[src/rtl/pea_11_ctrl_pkg.sv]
// Shared types for the 1x1-conv PE array sequencer: FSM state encoding,
// latched tile configuration and the all-columns-valid mask.
package pea_11_ctrl_pkg;

  localparam int PEA_COL       = 8;
  localparam int PEA_IC_W      = 8;
  localparam int PEA_OC_W      = 8;
  localparam int PEA_RF_AWIDTH = 4;

  localparam logic [PEA_COL-1:0] MASK_ALL = '1;

  typedef enum logic [2:0] {
    ST_IDLE   = 3'd0,
    ST_LOAD_W = 3'd1,
    ST_STREAM = 3'd2,
    ST_DRAIN  = 3'd3,
    ST_FIN    = 3'd4
  } ctrl_state_e;

  // Field widths follow the package defaults; top-level overrides must match.
  typedef struct packed {
    logic [PEA_IC_W-1:0]      ic_m1;
    logic [PEA_OC_W-1:0]      oc_m1;
    logic [PEA_RF_AWIDTH-1:0] pix_m1;
    logic [PEA_COL-1:0]       last_mask;
    logic                     stride;
  } pea_cfg_t;

endpackage

[src/rtl/pea_11_vld_pipe.sv]
// Fixed-latency delay line that carries {mask, ic_last, oc_last} alongside
// each accepted ifm beat, so the flags line up with the PE outputs.
module pea_11_vld_pipe #(
  parameter int W     = 10,
  parameter int DEPTH = 2
) (
  input  logic         clk,
  input  logic         rst,
  input  logic         en,
  input  logic [W-1:0] din,
  output logic [W-1:0] dout
);

  logic [DEPTH-1:0][W-1:0] stage_q;
  logic [DEPTH-1:0][W-1:0] stage_d;

  // Cycles without an accepted beat inject zeros, which becomes pvalid = 0.
  assign stage_d[0] = en ? din : '0;

  genvar gi;
  generate
    for (gi = 1; gi < DEPTH; gi++) begin : g_stage
      assign stage_d[gi] = stage_q[gi-1];
    end
  endgenerate

  always_ff @(posedge clk) begin
    if (rst) stage_q <= '0;
    else     stage_q <= stage_d;
  end

  assign dout = stage_q[DEPTH-1];

endmodule

[src/rtl/pea_11_ctrl.sv]
// Tile sequencer for the 1x1-conv PE array: walks oc (outer), ic (middle),
// pixel groups (inner), pops weights/ifm groups and aligns psum-valid flags.
module pea_11_ctrl
  import pea_11_ctrl_pkg::*;
#(
  parameter int COL       = PEA_COL,
  parameter int PE_LAT    = 2,
  parameter int IC_W      = PEA_IC_W,
  parameter int OC_W      = PEA_OC_W,
  parameter int RF_AWIDTH = PEA_RF_AWIDTH
) (
  input  logic                 clk,
  input  logic                 rst,
  input  logic                 start,
  input  logic [IC_W-1:0]      cfg_ic_m1,
  input  logic [OC_W-1:0]      cfg_oc_m1,
  input  logic [RF_AWIDTH-1:0] cfg_pix_m1,
  input  logic [COL-1:0]       cfg_last_mask,
  input  logic                 cfg_stride,
  output logic                 busy,
  output logic                 done,
  input  logic                 wgt_valid,
  output logic                 wgt_read,
  input  logic                 ifm_valid,
  output logic                 ifm_read,
  output logic                 stride,
  output logic [COL-1:0]       pvalid,
  output logic                 ic_done,
  output logic                 oc_done
);

  localparam logic [2:0] S_IDLE   = ST_IDLE;
  localparam logic [2:0] S_LOAD_W = ST_LOAD_W;
  localparam logic [2:0] S_STREAM = ST_STREAM;
  localparam logic [2:0] S_DRAIN  = ST_DRAIN;
  localparam logic [2:0] S_FIN    = ST_FIN;

  localparam int DW = (PE_LAT > 1) ? $clog2(PE_LAT) : 1;

  logic [2:0]           state_q, state_d;
  pea_cfg_t             cfg_q, cfg_d;
  logic [IC_W-1:0]      ic_q, ic_d;
  logic [OC_W-1:0]      oc_q, oc_d;
  logic [RF_AWIDTH-1:0] pix_q, pix_d;
  logic [DW-1:0]        drain_q, drain_d;

  logic pix_last, ic_last, oc_last;
  logic [COL+1:0] pipe_in, pipe_out;

  assign pix_last = (pix_q == cfg_q.pix_m1);
  assign ic_last  = (ic_q == cfg_q.ic_m1);
  assign oc_last  = (oc_q == cfg_q.oc_m1);

  always_comb begin
    state_d  = state_q;
    cfg_d    = cfg_q;
    ic_d     = ic_q;
    oc_d     = oc_q;
    pix_d    = pix_q;
    drain_d  = drain_q;
    wgt_read = 1'b0;
    ifm_read = 1'b0;
    case (state_q)
      S_IDLE: begin
        if (start) begin
          cfg_d.ic_m1     = cfg_ic_m1;
          cfg_d.oc_m1     = cfg_oc_m1;
          cfg_d.pix_m1    = cfg_pix_m1;
          cfg_d.last_mask = cfg_last_mask;
          cfg_d.stride    = cfg_stride;
          ic_d            = '0;
          oc_d            = '0;
          pix_d           = '0;
          state_d         = S_LOAD_W;
        end
      end
      S_LOAD_W: begin
        wgt_read = wgt_valid;
        if (wgt_valid) state_d = S_STREAM;
      end
      S_STREAM: begin
        ifm_read = ifm_valid;
        if (ifm_valid) begin
          if (pix_last) begin
            // Leaving STREAM here guarantees a bubble before the next weight lands.
            pix_d = '0;
            if (!ic_last) begin
              ic_d    = ic_q + IC_W'(1);
              state_d = S_LOAD_W;
            end else if (!oc_last) begin
              ic_d    = '0;
              oc_d    = oc_q + OC_W'(1);
              state_d = S_LOAD_W;
            end else begin
              drain_d = '0;
              state_d = S_DRAIN;
            end
          end else begin
            pix_d = pix_q + RF_AWIDTH'(1);
          end
        end
      end
      S_DRAIN: begin
        if (drain_q == DW'(PE_LAT - 1)) state_d = S_FIN;
        else                            drain_d = drain_q + DW'(1);
      end
      S_FIN: begin
        cfg_d.stride = 1'b0;
        state_d      = S_IDLE;
      end
      default: state_d = S_IDLE;
    endcase
  end

  always_ff @(posedge clk) begin
    if (rst) begin
      state_q <= S_IDLE;
      cfg_q   <= '0;
      ic_q    <= '0;
      oc_q    <= '0;
      pix_q   <= '0;
      drain_q <= '0;
    end else begin
      state_q <= state_d;
      cfg_q   <= cfg_d;
      ic_q    <= ic_d;
      oc_q    <= oc_d;
      pix_q   <= pix_d;
      drain_q <= drain_d;
    end
  end

  assign busy   = (state_q == S_LOAD_W) || (state_q == S_STREAM) || (state_q == S_DRAIN);
  assign done   = (state_q == S_FIN);
  assign stride = cfg_q.stride;

  assign pipe_in = {(pix_last ? cfg_q.last_mask : MASK_ALL),
                    pix_last & ic_last,
                    pix_last & ic_last & oc_last};

  pea_11_vld_pipe #(
    .W     (COL + 2),
    .DEPTH (PE_LAT)
  ) u_vld_pipe (
    .clk  (clk),
    .rst  (rst),
    .en   (ifm_read),
    .din  (pipe_in),
    .dout (pipe_out)
  );

  assign pvalid  = pipe_out[COL+1:2];
  assign ic_done = pipe_out[1];
  assign oc_done = pipe_out[0];

endmodule

[config.mk]
export PLATFORM = sky130hd
export DESIGN_NAME = pea_11_ctrl
export DESIGN_NICKNAME = d
export VERILOG_FILES = /design/src/rtl/pea_11_ctrl_pkg.sv /design/src/rtl/pea_11_vld_pipe.sv /design/src/rtl/pea_11_ctrl.sv
export SDC_FILE = /design/constraint.sdc
export NUM_CORES = 1
export LEC_CHECK = 0
export ABC_AREA = 1
export CAP_MARGIN = 20
export CORE_MARGIN = 8
export CORE_UTILIZATION = 40
export DETAILED_ROUTE_END_ITERATION = 6
export PLACE_DENSITY_LB_ADDON = 0.12
export SLEW_MARGIN = 10
export SYNTH_ARGS = -nofsm -noshare
export SYNTH_HDL_FRONTEND = slang
export SYNTH_SLANG_ARGS = --single-unit
[constraint.sdc]
create_clock -name clk -period 2.1 [get_ports clk]
set_input_delay 0.42 -clock clk [delete_from_list [all_inputs] [get_ports clk]]
set_output_delay 0.42 -clock clk [all_outputs]
set_load 0.02 [all_outputs]
==> results of run 1 <==
==> critical path: stages, from the launching register on <==
cell and delay, ps:
dfxtp_1 360, nor2_4 170, nand2_4 130, nor2_1 180, dlygate4sd2_1 360
==> report_power, final <==
part | internal, mW | total [mW] | switching, mW
clock | 0.447 | 1.03 | 0.578
combinational | 0.684 | 1.80 | 1.12
sequential | 1.65 | 1.85 | 0.206
==> Yosys cell counts, drive strengths merged (2+ instances only) <==
cell	number
nand3	31
nand4	6
xor2	6
nor3	3
dfxtp	73
inv	87
nand3b	2
xnor2	3
ha	3
a21oi	43
clkbuf	13
nor3b	3
o21ai	41
buf	4
nand2	123
nor2	64
==> stage by stage <==
| stage | cells | setup TNS, ps |
|---|---|---|
| floorplan | 508 | 0 |
| global placement | 659 | 0 |
| detailed placement | 659 | -40.9 |
| CTS | 675 | 0 |
| global route | 675 | 0 |
| finish | 675 | 0 |
==> worst max-delay path by stage <==
stage                          start        to  slack (ps)  cells past startpoint
final                     state_q[0]  ifm_read         130                      4
after CTS                 state_q[2]      done           6                      3
after detailed placement   ifm_valid  ifm_read         -40                      4
after global placement     ifm_valid  ifm_read           9                      4
after global routing      state_q[0]  ifm_read          70                      4
after floorplan           state_q[0]   oc_q[0]         560                      9
==> final cells by class <==
type	count	area, sq um	area share, %
well taps	105	131	3.09
clock buffers	9	124	2.91
flip-flops and latches	73	1460	34.4
multi-input cells	331	1560	36.6
repair buffers	63	592	13.9
clock inverters	7	60.1	1.41
inverters	87	327	7.68
==> per-layer routing <==
layer / share of wire (%) / up-vias / routed length [microns]
li1: - / 1693 / -
met1: 47 / 1382 / 3640
met2: 47 / 53 / 3600
met3: 5.3 / 7 / 405
met4: 0.74 / 0 / 57
met5: 0 / - / 0
==> timing repair <==
item | 4_1_cts | 5_1_grt
endpoints found under the setup margin | 3 | 1
resized for setup | 3 | 1
setup buffers | 0 | 0
hold buffers | 0 | 0
==> logic make-up (layout without fill, tap and decap cells) <==
kind of cell	Yosys count	in the layout	synth area share (%)
buf+inv	104	166	11.8
simple gates	233	233	28.7
flops	73	73	42.7
compound gates	86	86	13.4
xor+xnor	9	9	2.30
fa+ha+maj	3	3	1.10
==> sequential cells by signal, summed over array words and instances (netlist names) <==
signal / cells
cfg_q: 28
drain_q: 1
ic_q: 8
oc_q: 8
pix_q: 4
state_q: 3
stride: 1
u_vld_pipe.dout: 10
u_vld_pipe.stage_d: 10
==> metrics.txt, run 1 <==
Reg2Reg Setup Slack 360 ps; vias in the first global route 2953; HP Class reg2reg; first-pass GRT wire length 13.0 mm; CTS sink cnt 73; hold endpoint u_vld_pipe.dout[5]; Crit Reg-Reg Startpoint state_q[0]; GR Util met3 4.10%; skew final 9.01 ps; Hold Fails Final Rpt 0; initial antenna violation count 0; Setup crit start kind register; Critical Path Sink Type output port; Total GRT Usage between 10 and 15%; Critical Path RT between 1500 and 2000 ps; commonest cells after routing, fill and taps aside nand2_1 (121), inv_1 (86), dfxtp_1 (73), nor2_1 (62), clkdlybuf4s50_1 (44); final setup fails 0; crit path max fanout 10; Max Fclk 0.509 GHz; Crit Reg-Reg Endpoint oc_q[0]; Die Y-Extent 109 microns; later-pin clock latency in the skew report 350 ps; core area 8260 sq um; dpl hpwl approximately 5.7 mm; synth warn 0; CTS Buf Count 9; Async S/R FF share, synth 0%; Pwr Density roughly 1100 nW/um^2; die footprint 11800 sq um; met1 global-route usage 16.1%; Area contributors post-synth dfxtp_1 (43%), nand2_1 (13%), inv_1 (9.4%); Nets 602; Critical Path AT about 1600 ps; Main synth FF type dfxtp_1; routed len/inst between 10 and 15 microns; Chip Width 109 microns; Power, Total 4.68 mW; Final min period 1970 ps; Max Cap Viol 0; Cell Rows 33; Worst Reg-to-Reg Cells 9; Pre-Repair DR Iteration Count 4; post-synthesis cell type count 29; Area growth, synth to finish 24.2%; Detailed Route WL around 7.7 mm; DP Area 4070 sq um; post-synth design cell area between 3000 and 4000 sq um; most common cell after layout, fill and taps aside nand2_1; register area share after synthesis 42.7%; Hold Path Origin u_vld_pipe.stage_d[15]; Initial Utilization 41.5%; post-route clock period utilization 93.6%; #FFs+latches synth 73; met2 Resource Use GR 23.2%; DR vias 3135; slew of the pin with the lowest slew margin 510 ps; fin. max-slew vios 0; static leakage 1.90 nW; largest area contributor in the synthesized netlist dfxtp_1; hold depth 2; routability congestion estimate 0.814; TritonCTS clock tree done; busiest grt layer met2; antenna fix cells 0; Max-slew headroom 66.0%; Initial DRC Count 110; DP Worst Slack -40.9 ps; Clock Root Buffer clkbuf_8; final instance area roughly 4300 sq um; Avg Cell Area, Syn 6.74 sq um; IO Port Bufs 48; Fillers 852; final core occ 51.5%; clock-pin transition on the worst setup and hold timing paths 80 ps; RSZ-0062 raised after global routing no; H-tree levels 3; num ports about 50; total congestion overflow 0; Post-Syn Nets ~550; maximum root-to-sink buffer count 2; drt drc 0; Via density 4.64; hold slack 404 ps; layout cells sized above 1 7.02%; Post-Syn Instances between 500 and 600; critical path class reg2out; largest net degree at the start of global routing a little under 60; area share of the largest cell type after synthesis a little over two fifths; Detail Route Antenna Nets 0; number of synthesized flops with an enable pin 0; VDD IR max 491 uV; Final Worst Setup Slack 134 ps; status complete, no violations
Note: power is estimated with default switching activity, not from simulation.
==> run 2, diff against run 1 <==
--- a/config.mk
+++ b/config.mk
@@ -9,8 +9,10 @@
 export CAP_MARGIN = 20
 export CORE_MARGIN = 8
 export CORE_UTILIZATION = 40
+export CTS_CLUSTER_SIZE = 40
 export DETAILED_ROUTE_END_ITERATION = 6
 export PLACE_DENSITY_LB_ADDON = 0.12
+export SKIP_CTS_REPAIR_TIMING = 1
 export SLEW_MARGIN = 10
 export SYNTH_ARGS = -nofsm -noshare
 export SYNTH_HDL_FRONTEND = slang
==> metrics.txt, run 2 (synthesis gave the netlist of run 1 again) <==
commonest cells after routing, fill and taps aside nand2_1 (121), inv_1 (86), dfxtp_1 (73), nor2_1 (62), clkdlybuf4s50_1 (44); final std cells w/o fill roughly 680; CTS sink cnt 73; crit path max fanout 10; Max Fclk 0.539 GHz; Slowest cell on crit path dfxtp_1; CP delay by family, top simple AND/OR/NAND/NOR gates; Internal 2.79 mW; Crit Reg-Reg Endpoint oc_q[0]; final core occ 51.6%; Pwr Density 1100 nW/um^2; clock share of power between 20 and 25%; CP Buf/Inv Count 1; H-tree levels 3; Critical Path Sink Type output port; Detailed Route WL 7.70 mm; Max-slew headroom 66.0%; static leakage 1.94 nW; initial antenna violation count 0; Max stage delay on crit path 360 ps; Reg2Reg Setup Slack 360 ps; HP Class reg2reg; Setup crit start kind register; Top reg by flops cfg_q; layout cells sized above 1 7.02%; Final min period 1860 ps; status complete, no violations; routability congestion estimate between 0.8 and 0.9; vias in the first global route 2953; Critical Path AT 1440 ps; drt drc 0; fin. max-slew vios 0; Chip Width 109 microns; maximum root-to-sink buffer count 2; switching share of power 40.6%; Critical Path RT 1680 ps; num ports 49; Crit Reg-Reg Startpoint state_q[0]; Seq pwr share 39.5%; clock-pin transition on the worst setup and hold timing paths 80 ps; dpl hpwl 5.67 mm; DR vias about 3100; slew of the pin with the lowest slew margin between 500 and 600 ps; routed len/inst 11.4 microns; Pre-Repair DR Iteration Count 4; skew final 9.03 ps; Die Y-Extent 109 microns; Critical Path Start state_q[0]; Detail Route Antenna Nets 0; switching pwr 1.90 mW; VDD IR max 491 uV; Max Cap Viol 0; crit-path cells nor2_4, nand2_4, nor2_1, dlymetal6s2s_1; CTS Buf Count 9; Hold Fails Final Rpt 0; Total GRT Usage between 10% and 20%; hold depth 2; first-pass GRT wire length 13.0 mm; Via density 4.64; max FFs per register 28; final instance area 4260 sq um; RSZ-0062 raised after global routing no; most common cell after layout, fill and taps aside nand2_1; Fillers 853; Initial DRC Count between 100 and 150; Cell Rows 33; Comb pwr share ~39%; Hold Path Origin u_vld_pipe.stage_d[15]; final setup fails 0; later-pin clock latency in the skew report 350 ps; DP Cell Count 659; IO Port Bufs 48; die footprint 11800 sq um; Area growth, synth to finish 24.6%; TritonCTS clock tree done; total congestion overflow 0; critical path class reg2out; antenna fix cells 0; Clock Root Buffer clkbuf_8; core area 8260 sq um; Nets ~600; DP Area 4070 sq um; post-route clock period utilization 88.4%; Initial Utilization around 41%; largest net degree at the start of global routing 59; hold endpoint u_vld_pipe.dout[5]; Worst Reg-to-Reg Cells 9
[run 2: final cells by class]
type	count	area, sq um	area share [%]
well taps	105	131	3.08
repair buffers	63	603	14.1
flip-flops and latches	73	1460	34.3
clock buffers	9	124	2.90
multi-input cells	331	1560	36.5
inverters	87	327	7.66
clock inverters	7	60.1	1.41
[run 2: metrics by stage]
| stage | TNS, ps | power [mW] | hold slack, ps | worst slack (ps) |
|---|---|---|---|---|
| floorplan | 0 | 3.19 | 388 | 555 |
| finish | 0 | 4.69 | 404 | 243 |
| CTS | -295 | 4.75 | 408 | -170 |
| global route | 0 | 5.09 | 424 | 177 |
| detailed placement | -40.9 | 3.72 | 395 | -40.9 |
| global placement | 0 | 3.68 | 391 | 8.98 |
[run 2: routing by layer]
metal,GRT usage [%],wire length [microns]
met5,0,0
met4,4.11,57
met3,4.10,450
met2,23.2,3610
met1,16.1,3580
[run 2: worst register-to-register path, cell delays in order, from the launching register on]
cell	delay, ps
dfxtp_1	360
nor2_4	170
nand2_4	130
inv_1	280
nand3_1	120
buf_4	170
nand3_2	200
nand2_1	90
nand2_1	70
nor2_1	40
[run 2: worst max path at each step]
stage          depth (start not counted)  slack, ps  endpoint
3_5_place_dp                           4        -40  ifm_read
4_1_cts                                4       -170  ifm_read
2_1_floorplan                          9        560   oc_q[0]
3_3_place_gp                           4          9  ifm_read
5_1_grt                                4        180  ifm_read
6_report                               4        240  ifm_read
[run 2: power by group through the flow]
stage                     clock, mW  combinational [mW]  sequential [mW]
after floorplan                   0                1.34             1.85
after global placement            0                1.81             1.87
after detailed placement          0                1.83             1.88
after CTS                      1.06                1.84             1.85
after global routing           1.12                2.07             1.89
final                          1.03                1.81             1.85
==> run 3, diff against run 2 <==
==> constraint.sdc (replaced) <==
create_clock -name clk -period 2.3 [get_ports clk]
set_input_delay 0.46 -clock clk [delete_from_list [all_inputs] [get_ports clk]]
set_output_delay 0.46 -clock clk [all_outputs]
set_load 0.02 [all_outputs]
==> metrics.txt, run 3 (synthesis gave the netlist of run 1 again) <==
status complete, no violations; routed len/inst between 10 and 15 microns; VDD IR max 394 uV; layout cells sized above 1 under 10%; FF/Latch Area 1460 sq um; Final min period 2200 ps; Initial Utilization 41.5%; most common cell after layout, fill and taps aside nand2_1; Detailed Route WL 7.70 mm; Area growth, synth to finish 23.6%; Power, Total approximately 4.3 mW; final setup fails 0; vias in the first global route around 3000; Hold Fails Final Rpt 0; Hold Path Origin u_vld_pipe.stage_d[19]; critical path class reg2out; Pwr Density 1010 nW/um^2; Crit Reg-Reg Endpoint oc_q[1]; Top reg by flops cfg_q; largest net degree at the start of global routing 59; drt drc 0; later-pin clock latency in the skew report 360 ps; Max-slew headroom 64.7%; num ports 49; Clock Root Buffer clkbuf_8; skew final 11.0 ps; antenna fix cells 0; Worst Reg-to-Reg Cells 8; RSZ-0062 raised after global routing no; Chip Width between 100 and 150 microns; Critical Path RT 1840 ps; CTS sink cnt 73; maximum root-to-sink buffer count 2; core area 8260 sq um; dpl hpwl 5.64 mm; crit path max fanout 4; CTS Buf Count 9; Detail Route Antenna Nets 0; routability congestion estimate 0.791; Pre-Repair DR Iteration Count 4; TritonCTS clock tree done; Max Fclk ~0.46 GHz; clock-pin transition on the worst setup and hold timing paths 90 ps; Die Y-Extent 109 microns; post-route clock period utilization 95.5%; fin. max-slew vios 0; Initial DRC Count 93; total congestion overflow 0; die footprint roughly 12000 sq um; Critical Path AT 1740 ps; Nets 597; initial antenna violation count 0; hold endpoint u_vld_pipe.dout[9]; Via density 4.67; final setup TNS 0 ps; max FFs per register 28; Fillers 857; Cell Rows 33; Crit Reg-Reg Startpoint state_q[0]; slew of the pin with the lowest slew margin 530 ps; static leakage between 1.5 and 2 nW; footprint of the multi-input gates 1560 sq um; Critical Path Sink Type output port; IO Port Bufs 48; commonest cells after routing, fill and taps aside nand2_1 (121), inv_1 (86), dfxtp_1 (73), nor2_1 (62), clkdlybuf4s50_1 (47); H-tree levels 3; Reg2Reg Setup Slack 480 ps; Total GRT Usage around 14%; hold depth 2; first-pass GRT wire length 13.5 mm; Setup crit start kind register; DR vias 3130; Max Cap Viol 0; HP Class reg2reg
[run 3: per-stage QoR]
stage | instance area [sq um] | utilization [%] | instances | hold slack (ps) | worst slack (ps)
2_1_floorplan | 3420 | - | 508 | 388 | 755
3_3_place_gp | 4050 | 49.0 | 654 | 391 | 131
3_5_place_dp | 4050 | 49.0 | 654 | 394 | 109
4_1_cts | 4230 | 51.2 | 670 | 407 | 10.4
5_1_grt | 4230 | 51.3 | 670 | 430 | 22.0
6_report | 4230 | 51.3 | 670 | 401 | 104
[run 3: how the worst max path moves through the flow]
stage | cells after the start | start | to | slack, ps
floorplan | 9 | state_q[0] | oc_q[0] | 760
global placement | 4 | ifm_valid | ifm_read | 130
detailed placement | 4 | ifm_valid | ifm_read | 110
CTS | 4 | state_q[0] | ifm_read | 10
global route | 4 | state_q[1] | wgt_read | 20
finish | 4 | state_q[1] | wgt_read | 100
[run 3: power by group]
part	switching [mW]	leakage [nW]	internal [mW]	total, mW
clock	0.543	0.0888	0.412	0.954
sequential	0.189	0.597	1.50	1.69
combinational	1.01	1.19	0.622	1.63
total	1.74	1.87	2.54	4.27
[run 3: final cells by class]
type                       instances  area share [%]
clock buffer                       9            2.93
clock inverter                     7            1.45
inverter                          87            7.72
multi-input combinational        331            36.8
sequential                        73            34.5
tap                              105            3.10
timing repair buffer              58            13.5
[run 3: metal layers]
metal | up-vias | share of wire (%) | track usage (%)
met4 | 0 | 1.6 | 5.28
met5 | - | 0 | 0
li1 | 1680 | - | -
met1 | 1385 | 48 | 16.8
met2 | 53 | 46 | 24.1
met3 | 12 | 4.3 | 2.97
[run 3: worst max-delay path, stage by stage (launching register included)]
cell	delay [ps]
dfxtp_1	370
inv_1	120
nand3_1	150
nor2_1	120
clkdlybuf4s50_1	610
